===== src/rtl/mr1_bus_arbiter.sv =====
// MR1 iBus/dBus arbiter onto a single in-order memory port.
// Read responses are steered back to their issuer by a source-tag FIFO.
module mr1_bus_arbiter #(
    parameter int MAX_PENDING  = 2,
    parameter int STARVE_LIMIT = 4
) (
    input  logic        clock,
    input  logic        reset_n,
    input  logic        ibus_cmd_valid,
    output logic        ibus_cmd_ready,
    input  logic [31:0] ibus_cmd_payload_pc,
    output logic        ibus_rsp_ready,
    output logic [31:0] ibus_rsp_inst,
    output logic        ibus_rsp_error,
    input  logic        dbus_cmd_valid,
    output logic        dbus_cmd_ready,
    input  logic        dbus_cmd_payload_wr,
    input  logic [31:0] dbus_cmd_payload_address,
    input  logic [31:0] dbus_cmd_payload_data,
    input  logic [1:0]  dbus_cmd_payload_size,
    output logic        dbus_rsp_ready,
    output logic [31:0] dbus_rsp_data,
    output logic        dbus_rsp_error,
    output logic        mem_cmd_valid,
    input  logic        mem_cmd_ready,
    output logic        mem_cmd_payload_wr,
    output logic [31:0] mem_cmd_payload_address,
    output logic [31:0] mem_cmd_payload_data,
    output logic [1:0]  mem_cmd_payload_size,
    input  logic        mem_rsp_valid,
    input  logic [31:0] mem_rsp_data,
    input  logic        mem_rsp_error,
    output logic        protocol_error
);

    localparam int PW = (MAX_PENDING > 1) ? $clog2(MAX_PENDING) : 1;
    localparam int CW = $clog2(MAX_PENDING + 1);
    localparam int SW = $clog2(STARVE_LIMIT + 1);

    typedef enum logic [1:0] {IDLE, LOCK_I, LOCK_D} arbState_e;

    arbState_e state, nextState;
    logic [MAX_PENDING-1:0] tags;
    logic [PW-1:0] wrPtr, rdPtr;
    logic [CW-1:0] pending;
    logic [SW-1:0] starve;
    logic protocolErr;

    logic grantI, grantD, blocked, xfer, push, pop, empty, headTag;

    function automatic logic [PW-1:0] nextPtr(input logic [PW-1:0] p);
        return (p == PW'(MAX_PENDING - 1)) ? '0 : p + 1'b1;
    endfunction

    always_comb begin
        grantI = 1'b0;
        grantD = 1'b0;
        // A lock whose source dropped valid falls back to fresh arbitration
        if (state == LOCK_I && ibus_cmd_valid)
            grantI = 1'b1;
        else if (state == LOCK_D && dbus_cmd_valid)
            grantD = 1'b1;
        else if (dbus_cmd_valid &&
                 (starve < SW'(STARVE_LIMIT) || !ibus_cmd_valid))
            grantD = 1'b1;
        else if (ibus_cmd_valid)
            grantI = 1'b1;
    end

    assign blocked = (pending == CW'(MAX_PENDING));
    assign empty   = (pending == '0);
    assign mem_cmd_valid = reset_n && !blocked && (grantI || grantD);
    assign xfer    = mem_cmd_valid && mem_cmd_ready;
    assign ibus_cmd_ready = xfer && grantI;
    assign dbus_cmd_ready = xfer && grantD;
    assign push    = xfer && (grantI || !dbus_cmd_payload_wr);
    assign pop     = mem_rsp_valid && !empty;
    assign headTag = tags[rdPtr];

    always_comb begin
        nextState = IDLE;
        if (mem_cmd_valid && !mem_cmd_ready)
            nextState = grantD ? LOCK_D : LOCK_I;
    end

    always_comb begin
        mem_cmd_payload_wr      = 1'b0;
        mem_cmd_payload_address = ibus_cmd_payload_pc;
        mem_cmd_payload_data    = '0;
        mem_cmd_payload_size    = 2'd2;
        if (grantD) begin
            mem_cmd_payload_wr      = dbus_cmd_payload_wr;
            mem_cmd_payload_address = dbus_cmd_payload_address;
            mem_cmd_payload_data    = dbus_cmd_payload_data;
            mem_cmd_payload_size    = dbus_cmd_payload_size;
        end
    end

    always_ff @(posedge clock or negedge reset_n) begin
        if (!reset_n) begin
            state       <= IDLE;
            tags        <= '0;
            wrPtr       <= '0;
            rdPtr       <= '0;
            pending     <= '0;
            starve      <= '0;
            protocolErr <= 1'b0;
        end else begin
            state <= nextState;
            if (push) begin
                tags[wrPtr] <= grantD;
                wrPtr       <= nextPtr(wrPtr);
            end
            if (pop)
                rdPtr <= nextPtr(rdPtr);
            if (push && !pop)
                pending <= pending + 1'b1;
            else if (pop && !push)
                pending <= pending - 1'b1;
            if (!ibus_cmd_valid || ibus_cmd_ready)
                starve <= '0;
            else if (dbus_cmd_ready && starve < SW'(STARVE_LIMIT))
                starve <= starve + 1'b1;
            if (mem_rsp_valid && empty)
                protocolErr <= 1'b1;
        end
    end

    assign ibus_rsp_ready = pop && !headTag;
    assign dbus_rsp_ready = pop && headTag;
    assign ibus_rsp_inst  = mem_rsp_data;
    assign ibus_rsp_error = mem_rsp_error;
    assign dbus_rsp_data  = mem_rsp_data;
    assign dbus_rsp_error = mem_rsp_error;
    assign protocol_error = protocolErr;

endmodule


===== config.mk =====
export PLATFORM = sky130hd
export DESIGN_NAME = mr1_bus_arbiter
export DESIGN_NICKNAME = d
export VERILOG_FILES = /design/src/rtl/mr1_bus_arbiter.sv
export SDC_FILE = /design/constraint.sdc
export NUM_CORES = 1
export LEC_CHECK = 0
export CAP_MARGIN = 20
export CELL_PAD_IN_SITES_DETAIL_PLACEMENT = 1
export CELL_PAD_IN_SITES_GLOBAL_PLACEMENT = 1
export CORE_MARGIN = 2
export CORE_UTILIZATION = 12
export DETAILED_ROUTE_END_ITERATION = 7
export PLACE_DENSITY = 0.79
export SETUP_SLACK_MARGIN = 0.05
export SYNTH_ARGS = -nofsm -noshare
export SYNTH_HDL_FRONTEND = slang
export SYNTH_SLANG_ARGS = --single-unit

===== constraint.sdc =====
create_clock -name clock -period 1.7 [get_ports clock]
set_input_delay 0.34 -clock clock [delete_from_list [all_inputs] [get_ports clock]]
set_output_delay 0.34 -clock clock [all_outputs]
set_load 0.02 [all_outputs]

After elaboration in Yosys (flattened, before gate mapping). Index checks and enable logic that the tools add are counted.

Register bits after elaboration: 12. Output and inout port bits: 139. Word-level logic and storage cells: 76.

Add/subtract/negate cells: 5. Order comparisons: 4. Equal/unequal tests: 3. Mux-type cells: 24. Reductions and logical operators: 33.

Operators by type and width (number): 32-bit 2-to-1 mux (2); 1-bit logical AND (18); 1-bit 2-to-1 mux (13); 2-bit 2-to-1 mux (5); 1-bit zero test (8); 3-bit 2-to-1 mux (2); 2-bit == test (second input constant) (2); 1-bit logical OR (4); 1-bit by 2-bit less-than comparator with 1-bit output (second input constant) (2); 2-bit nonzero test (2); 3-bit by 1-bit adder with 3-bit output (second input constant) (1); 3-bit less-than comparator (second input constant) (1); 1-bit adder (second input constant) (2); 2-bit by 1-bit adder with 2-bit output (second input constant) (1); 2-bit bitwise mux (1); 2-bit by 1-bit == test with 1-bit output (second input constant) (1); 2-bit zero test (1); 2-bit by 1-bit subtractor with 2-bit output (second input constant) (1); 1-bit demux with 1-bit select (1); 1-bit greater-or-equal comparator (second input constant) (1).

Logic depth before layout (Yosys ltp).
Depth in word-level cells: 14. Mapped depth: 8. Depth with buffers taken out: 7.

Worst setup path before layout. Ideal clock, no wire load.

Path type: reg2out. Start: register starve[2]. End: output mem_cmd_payload_address[0]. Arrival: 1476 ps. Slack: -116 ps. Cell stages (with the launch flop): 5. Buffers on the path: 1. Path through: dfrtp_1 -> or2_4 -> a31oi_4 -> buf_6 -> mux2_2.

Longest elaborated chain between the ends: 7.

Ends and longest elaborated chain: from (decl) (RTL line 46) `logic [SW-1:0] starve;`; from (signal assigned) (RTL line 123) `starve <= starve + 1'b1;`; 3-bit less-than comparator (RTL line 64) `(starve < SW'(STARVE_LIMIT) || !ibus_cmd_valid))`; 1-bit logical OR (RTL line 64); 1-bit logical AND (RTL line 63) `else if (dbus_cmd_valid &&`; 1-bit 2-to-1 mux (RTL line 63); 1-bit 2-to-1 mux (RTL line 61) `else if (state == LOCK_D && dbus_cmd_valid)`; 1-bit 2-to-1 mux (RTL line 59) `if (state == LOCK_I && ibus_cmd_valid)`; 32-bit 2-to-1 mux (RTL line 91) `if (grantD) begin`; to (decl) (RTL line 27) `output logic [31:0] mem_cmd_payload_address,`.

Every way passes these cells.

Final worst setup path.
Start: register state[0]. End: output mem_cmd_payload_address[19].

Longest elaborated chain between the ends: 5. Elaborated cells between the ends (all ways): 7.

Ends and longest elaborated chain: from (decl) (RTL line 42) `arbState_e state, nextState;`; from (signal assigned) (RTL line 109) `state <= nextState;`; 2-bit == test (RTL line 61); 1-bit logical AND (RTL line 61); 1-bit 2-to-1 mux (RTL line 61); 1-bit 2-to-1 mux (*) (RTL line 59); 32-bit 2-to-1 mux (*) (RTL line 91).

Mark *: on every way between the ends. The rest lies on a longest branch, timed or not.

==> reports/results.ini <==
[status]
outcome = complete, but fails checks
failed_checks = setup timing

[drt]
drc_errors = 0
drt-initial-drc-count = 18
wl_um = 9300
vias = 1971
wl_per_cell_um = 17.3
ant_nets = 0
firstDrtPassIters = 4
viasPerCell = 3.67

[cells_and_area]
design_area_mm2 = 0.00394
final_cells = 537
syn2layout_area_growth_pct = 120
layout_common_cells = clkdlybuf4s50_1 (101), buf_4 (56), buf_6 (39), mux2_4 (32), and2_2 (20)
drive_above_1_share_pct = 56.7
fillers = 1663
final_common_cell = clkdlybuf4s50_1
antenna_cells = 0
nets = 495

[logic_synthesis]
synth-main-ff-cell = dfrtp_1
synth_nets = 342
synth_enable_flop_cells = 0
async_reset_ff_share_pct = 100
ys_warn_count = 0
synth_cells = 202
syn_area_per_cell_um2 = 8.86
synth_seq_cells = 12
ys_types = 37
syn_area_mm2 = 0.00179
synth-seq-area-share_pct = 16.8

[timing]
period_minus_slack_ns = 2.27
hold_viol = 0
max_freq_ghz = 0.440
rsz0062_at_grt = true
timing.hold.ws_ns = 0.239
setup_slack_ns = -0.573
tightest_slew_ns = 0.247
fin_skew_ns = 0.000634
maxSlewHeadroom_pct = 83.5
finalSetupViolations = 71
final-max-slew-violation-count = 0
fin_crit_sh_pct = 134

[clock_network]
cts_tree = done
h-tree-depth = 1
ctsHoldBuffers = 0
clk_path_buf_depth = 2
clk_pin_slew_worst_paths_ns = 0.04
numCtsBuffers = 3
ctsRootBufferMaster = clkbuf_16
cts_sinks = 12
clk_latency_ns = 0.24

[die]
coreArea_mm2 = 0.0145
ios = 277
die_w_um = 126
die_h_um = 126
num_rows = 44
die_area_mm2 = 0.0159
start_util_pct = 12.3

[grt]
first_global_vias = 2237
gr-total-overflow = 0
grt_pass1_wl_um = 13500
antenna_found_initial = 0
grt_max_degree = 14
grtUsageTotal_pct = 10.9

[critical_path]
path_class = reg2out
cp.required_ns = 1.36
start_kind = flip-flop
critPathArrivalTime_ns = 1.93
critPathMaxFanout = 6
cp-end-kind = primary output

[power]
power.leakage_nw = 1.78
ir_worst_vdd_uv = 628
p_per_area_mw_per_mm2 = 621

[place]
dpl_cell_area_mm2 = 0.00356
hpwlAfterDp_um = 7470
place_congestion = 0.781
io_buffer_count = 177
dp_cells = 511

[flow_run]
cap_violations = 0

[min_path]
worstHoldPathType = in2async

-- what timing repair did --
item,CTS,global route
setup buffers,18,4
pin swaps,8,9
setup endpoints to repair,79,82
resized for setup,403,21
cloned,3,0
-- cell families (layout without fill, tap and decap cells) --
kind of cell             Yosys count  count (layout)  synth area share (%)
flip-flops                        12              12                  16.8
adder cells (fa/ha/maj)            2               2                  1.40
XOR/XNOR                           5               5                  2.45
AO/OA/AOI/OAI                     14              14                  7.90
AND/OR/NAND/NOR                   56              56                  18.2
multiplexers                      33              33                  20.7
buffers and inverters             80             231                  32.6
-- worst paths after layout --
kind / cells after the start / to / from / slack [ns]
max in group asynchronous: 2 / tags[1] / reset_n / 1.33
hold reg to reg: 1 / protocol_error / protocol_error / 0.47
min in group clock: 1 / protocol_error / protocol_error / 0.47
setup reg to reg: 9 / tags[1] / state[0] / -0.02
setup / recovery: 7 / mem_cmd_payload_address[19] / state[0] / -0.57
hold / removal: 2 / state[1] / reset_n / 0.24
-- critical path, cell delays in order, from the launching register on --
cell and delay, ns:
dfrtp_1 0.40, or2_4 0.28, a31oi_4 0.20, buf_12 0.16
buf_4 0.12, buf_8 0.10, mux2_4 0.30, buf_6 0.13
-- layer usage --
| metal | global-route usage (%) | share of wire (%) | wire (µm) |
|---|---|---|---|
| met5 | 0 | 0 | 0 |
| met4 | 1.55 | 0.64 | 60 |
| met3 | 3.95 | 9.7 | 906 |
| met2 | 20.9 | 54 | 5020 |
| met1 | 11.7 | 36 | 3320 |
-- cells in the mapped netlist (all sizes together), types with 3 or more instances --
cell type / count / share of area, %
buf: 71 / 31
nor3: 3 / 0.84
and2: 34 / 12
inv: 5 / 1.0
nand2: 5 / 1.0
clkbuf: 4 / 0.91
nor2: 6 / 1.4
mux2: 32 / 20
dfrtp: 12 / 17
xor2: 3 / 1.5
-- metrics by stage --
step / total power, mW / setup slack [ns] / utilization, % / setup TNS (ns)
3_3_place_gp: 1.79 / -0.959 / 24.5 / -62.37
5_1_grt: 2.59 / -0.639 / 27.1 / -38.97
3_5_place_dp: 1.83 / -1.00 / 24.5 / -65.91
6_report: 2.45 / -0.573 / 27.1 / -33.93
2_1_floorplan: 1.29 / -0.0847 / - / -2.71
4_1_cts: 2.42 / -0.609 / 26.8 / -32.18
-- power breakdown --
group | leakage, nW | switching, mW | internal, mW
logic | 1.60 | 0.649 | 0.942
clock network | 0.0370 | 0.113 | 0.305
registers | 0.149 | 0.0696 | 0.369
total | 1.78 | 0.832 | 1.62
-- flip-flops by register name, indices dropped and copies added (netlist names) --
| signal | flops |
|---|---|
| tags | 2 |
| wrPtr | 1 |
| state | 2 |
| rdPtr | 1 |
| protocol_error | 1 |
| pending | 2 |
| starve | 3 |
-- layout make-up --
| cell class | count | area, µm² | share of cell area [%] |
|---|---|---|---|
| Clock buffer | 3 | 75.1 | 1.90 |
| Timing Repair Buffer | 223 | 2160 | 54.8 |
| Multi-Input combinational cell | 110 | 1160 | 29.3 |
| Sequential cell | 12 | 300 | 7.62 |
| Tap cell | 184 | 230 | 5.84 |
| Inverter | 5 | 18.8 | 0.476 |
No activity file was read; power rests on OpenSTA's default activity.
==> RTL change: new RTL, same settings <==
The parameter `STARVE_LIMIT` goes from 4 to 2.
--- a/src/rtl/mr1_bus_arbiter.sv
+++ b/src/rtl/mr1_bus_arbiter.sv
@@ -2,7 +2,7 @@
 // Read responses are steered back to their issuer by a source-tag FIFO.
 module mr1_bus_arbiter #(
     parameter int MAX_PENDING  = 2,
-    parameter int STARVE_LIMIT = 4
+    parameter int STARVE_LIMIT = 2
 ) (
     input  logic        clock,
     input  logic        reset_n,
Function: changed (a bounded check fails within 4 cycles, from zero or initial values and one cycle with reset_n low).
==> RTL change against the original RTL <==
Sequential share of layout area fell by 1.0 points. Core utilization increased by 2.0 points. Wire length fell by 13%. The run still ends with setup timing left. First-iteration DRC count shrank 39%. Register-to-register slack worse by 0.12 ns. Critical path type unchanged. Total power up 3.1%. Area after synthesis is 2.6% lower. Largest cell class unchanged. Count of clock-buffer cells in the layout stayed put. Final cell count down 1.3%. Final area is 6.3% higher. Non-clock buffer count is 1 lower. Fmax up 1.2%. Setup slack improved by 0.027 ns. Sequential cell count down 1.
==> RTL change: results (changes against the original RTL) <==
Synth area leaders=buf_4 (29%), mux2_2 (19%), dfrtp_1 (16%); DRT Pass-1 Iters=2 (-2); vias in the first global route=2141 (-4.3%); critical path data arrival time=1.91 ns (-0.02 ns); Distinct cells, synth=35 (-5.4%); CTS Sinks=11 (-1); Tot GR Track Use=9.299% (-1.6 points); Non-Clock Inverter Count=3 (-2); met2 Usage GRT=19.16% (-1.7 points); final number of setup-violating endpoints=74 (+4.2%); met1 usage=8.353% (-3.4 points); Max rail drop VDD=0.3670 mV (-42%); multi-input combinational area share=28.38% (-0.96 points); final net count=486 (-1.8%); commonest cells in the netlist=buf_4 (67), mux2_2 (30), and2_1 (24); Fin Clk Skew=0.001099 ns (+0.0004647 ns); met3 usage=3.952% (about the same); First DRT Iteration DRCs=11 (-7); setup_tns=-32.42 ns (+1.516 ns); post-place setup slack=-0.9118 ns (+0.09137 ns); layout cell share with drive strength beyond 1=59.54% (+2.9 points); Final WS setup=-0.5467 ns (+0.02667 ns); Post-Syn Nets=333 (-2.6%); failing checks=setup timing; gpl congestion=0.9628 (+23%); Multi-In Gates=106 (-3.6%); met2 wire length=4519 um (-10%); relative max-transition margin=84.47% (+0.97 points); post-synthesis sequential area ratio=15.78% (-0.99 points); status=finished with violations; first-pass GRT wire length=11540 um (-15%); filler instances=1610 (-3.2%)
[RTL change: cell count changes in the layout (fill, tap and decap cells not counted), sizes merged, moves of 2 or more]
cell    unedited run  this run
buf              118       115
nand2              5         2
clkbuf             3         5
inv                5         3
[RTL change: cells by family (layout without fill, tap and decap cells)]
logic type | after synthesis | after routing | share of synthesized area, %
simple gates | 53 | 53 | 19.37
fa+ha+maj | 1 | 1 | 0.7172
xor+xnor | 5 | 5 | 2.511
buf+inv | 77 | 229 | 32.71
mux | 33 | 33 | 21.23
flops | 11 | 11 | 15.78
compound gates | 14 | 14 | 7.676
[RTL change: path summary, 6_finish.rpt]
check	start	end	slack (ns)
max	state[0]	mem_cmd_payload_address[2]	-0.55
min	reset_n	pending[0]	0.32
max reg2reg	state[1]	tags[0]	-0.14
min reg2reg	protocol_error	protocol_error	0.45
max in group asynchronous	reset_n	tags[1]	1.23
min in group clock	protocol_error	protocol_error	0.45
[RTL change: metrics by stage]
step	hold slack [ns]	util [%]	cell area, um^2	std cells	total power, W
floorplan	0.04441	-	1889	194	0.001279
global placement	0.4436	24.32	3495	501	0.001751
detailed placement	0.4490	24.32	3495	501	0.001784
CTS	0.3088	27.30	3923	522	0.002410
global route	0.3349	29.15	4189	530	0.002654
finish	0.3226	29.15	4189	530	0.002524
[RTL change: where the power goes]
part | internal (W) | switching (W) | total (W) | leakage (nW)
combinational | 0.00101 | 0.000666 | 0.00168 | 1.70
sequential | 0.000345 | 0.0000670 | 0.000412 | 0.135
clock | 0.000312 | 0.000124 | 0.000436 | 0.0409
total | 0.00167 | 0.000857 | 0.00252 | 1.87
[RTL change: timing repair]
action,4_1_cts,5_1_grt
hold endpoints to repair,0,0
setup endpoints to repair,77,78
pin swaps,11,23
gates cloned,4,3
resized for setup,432,65
setup buffers,14,7
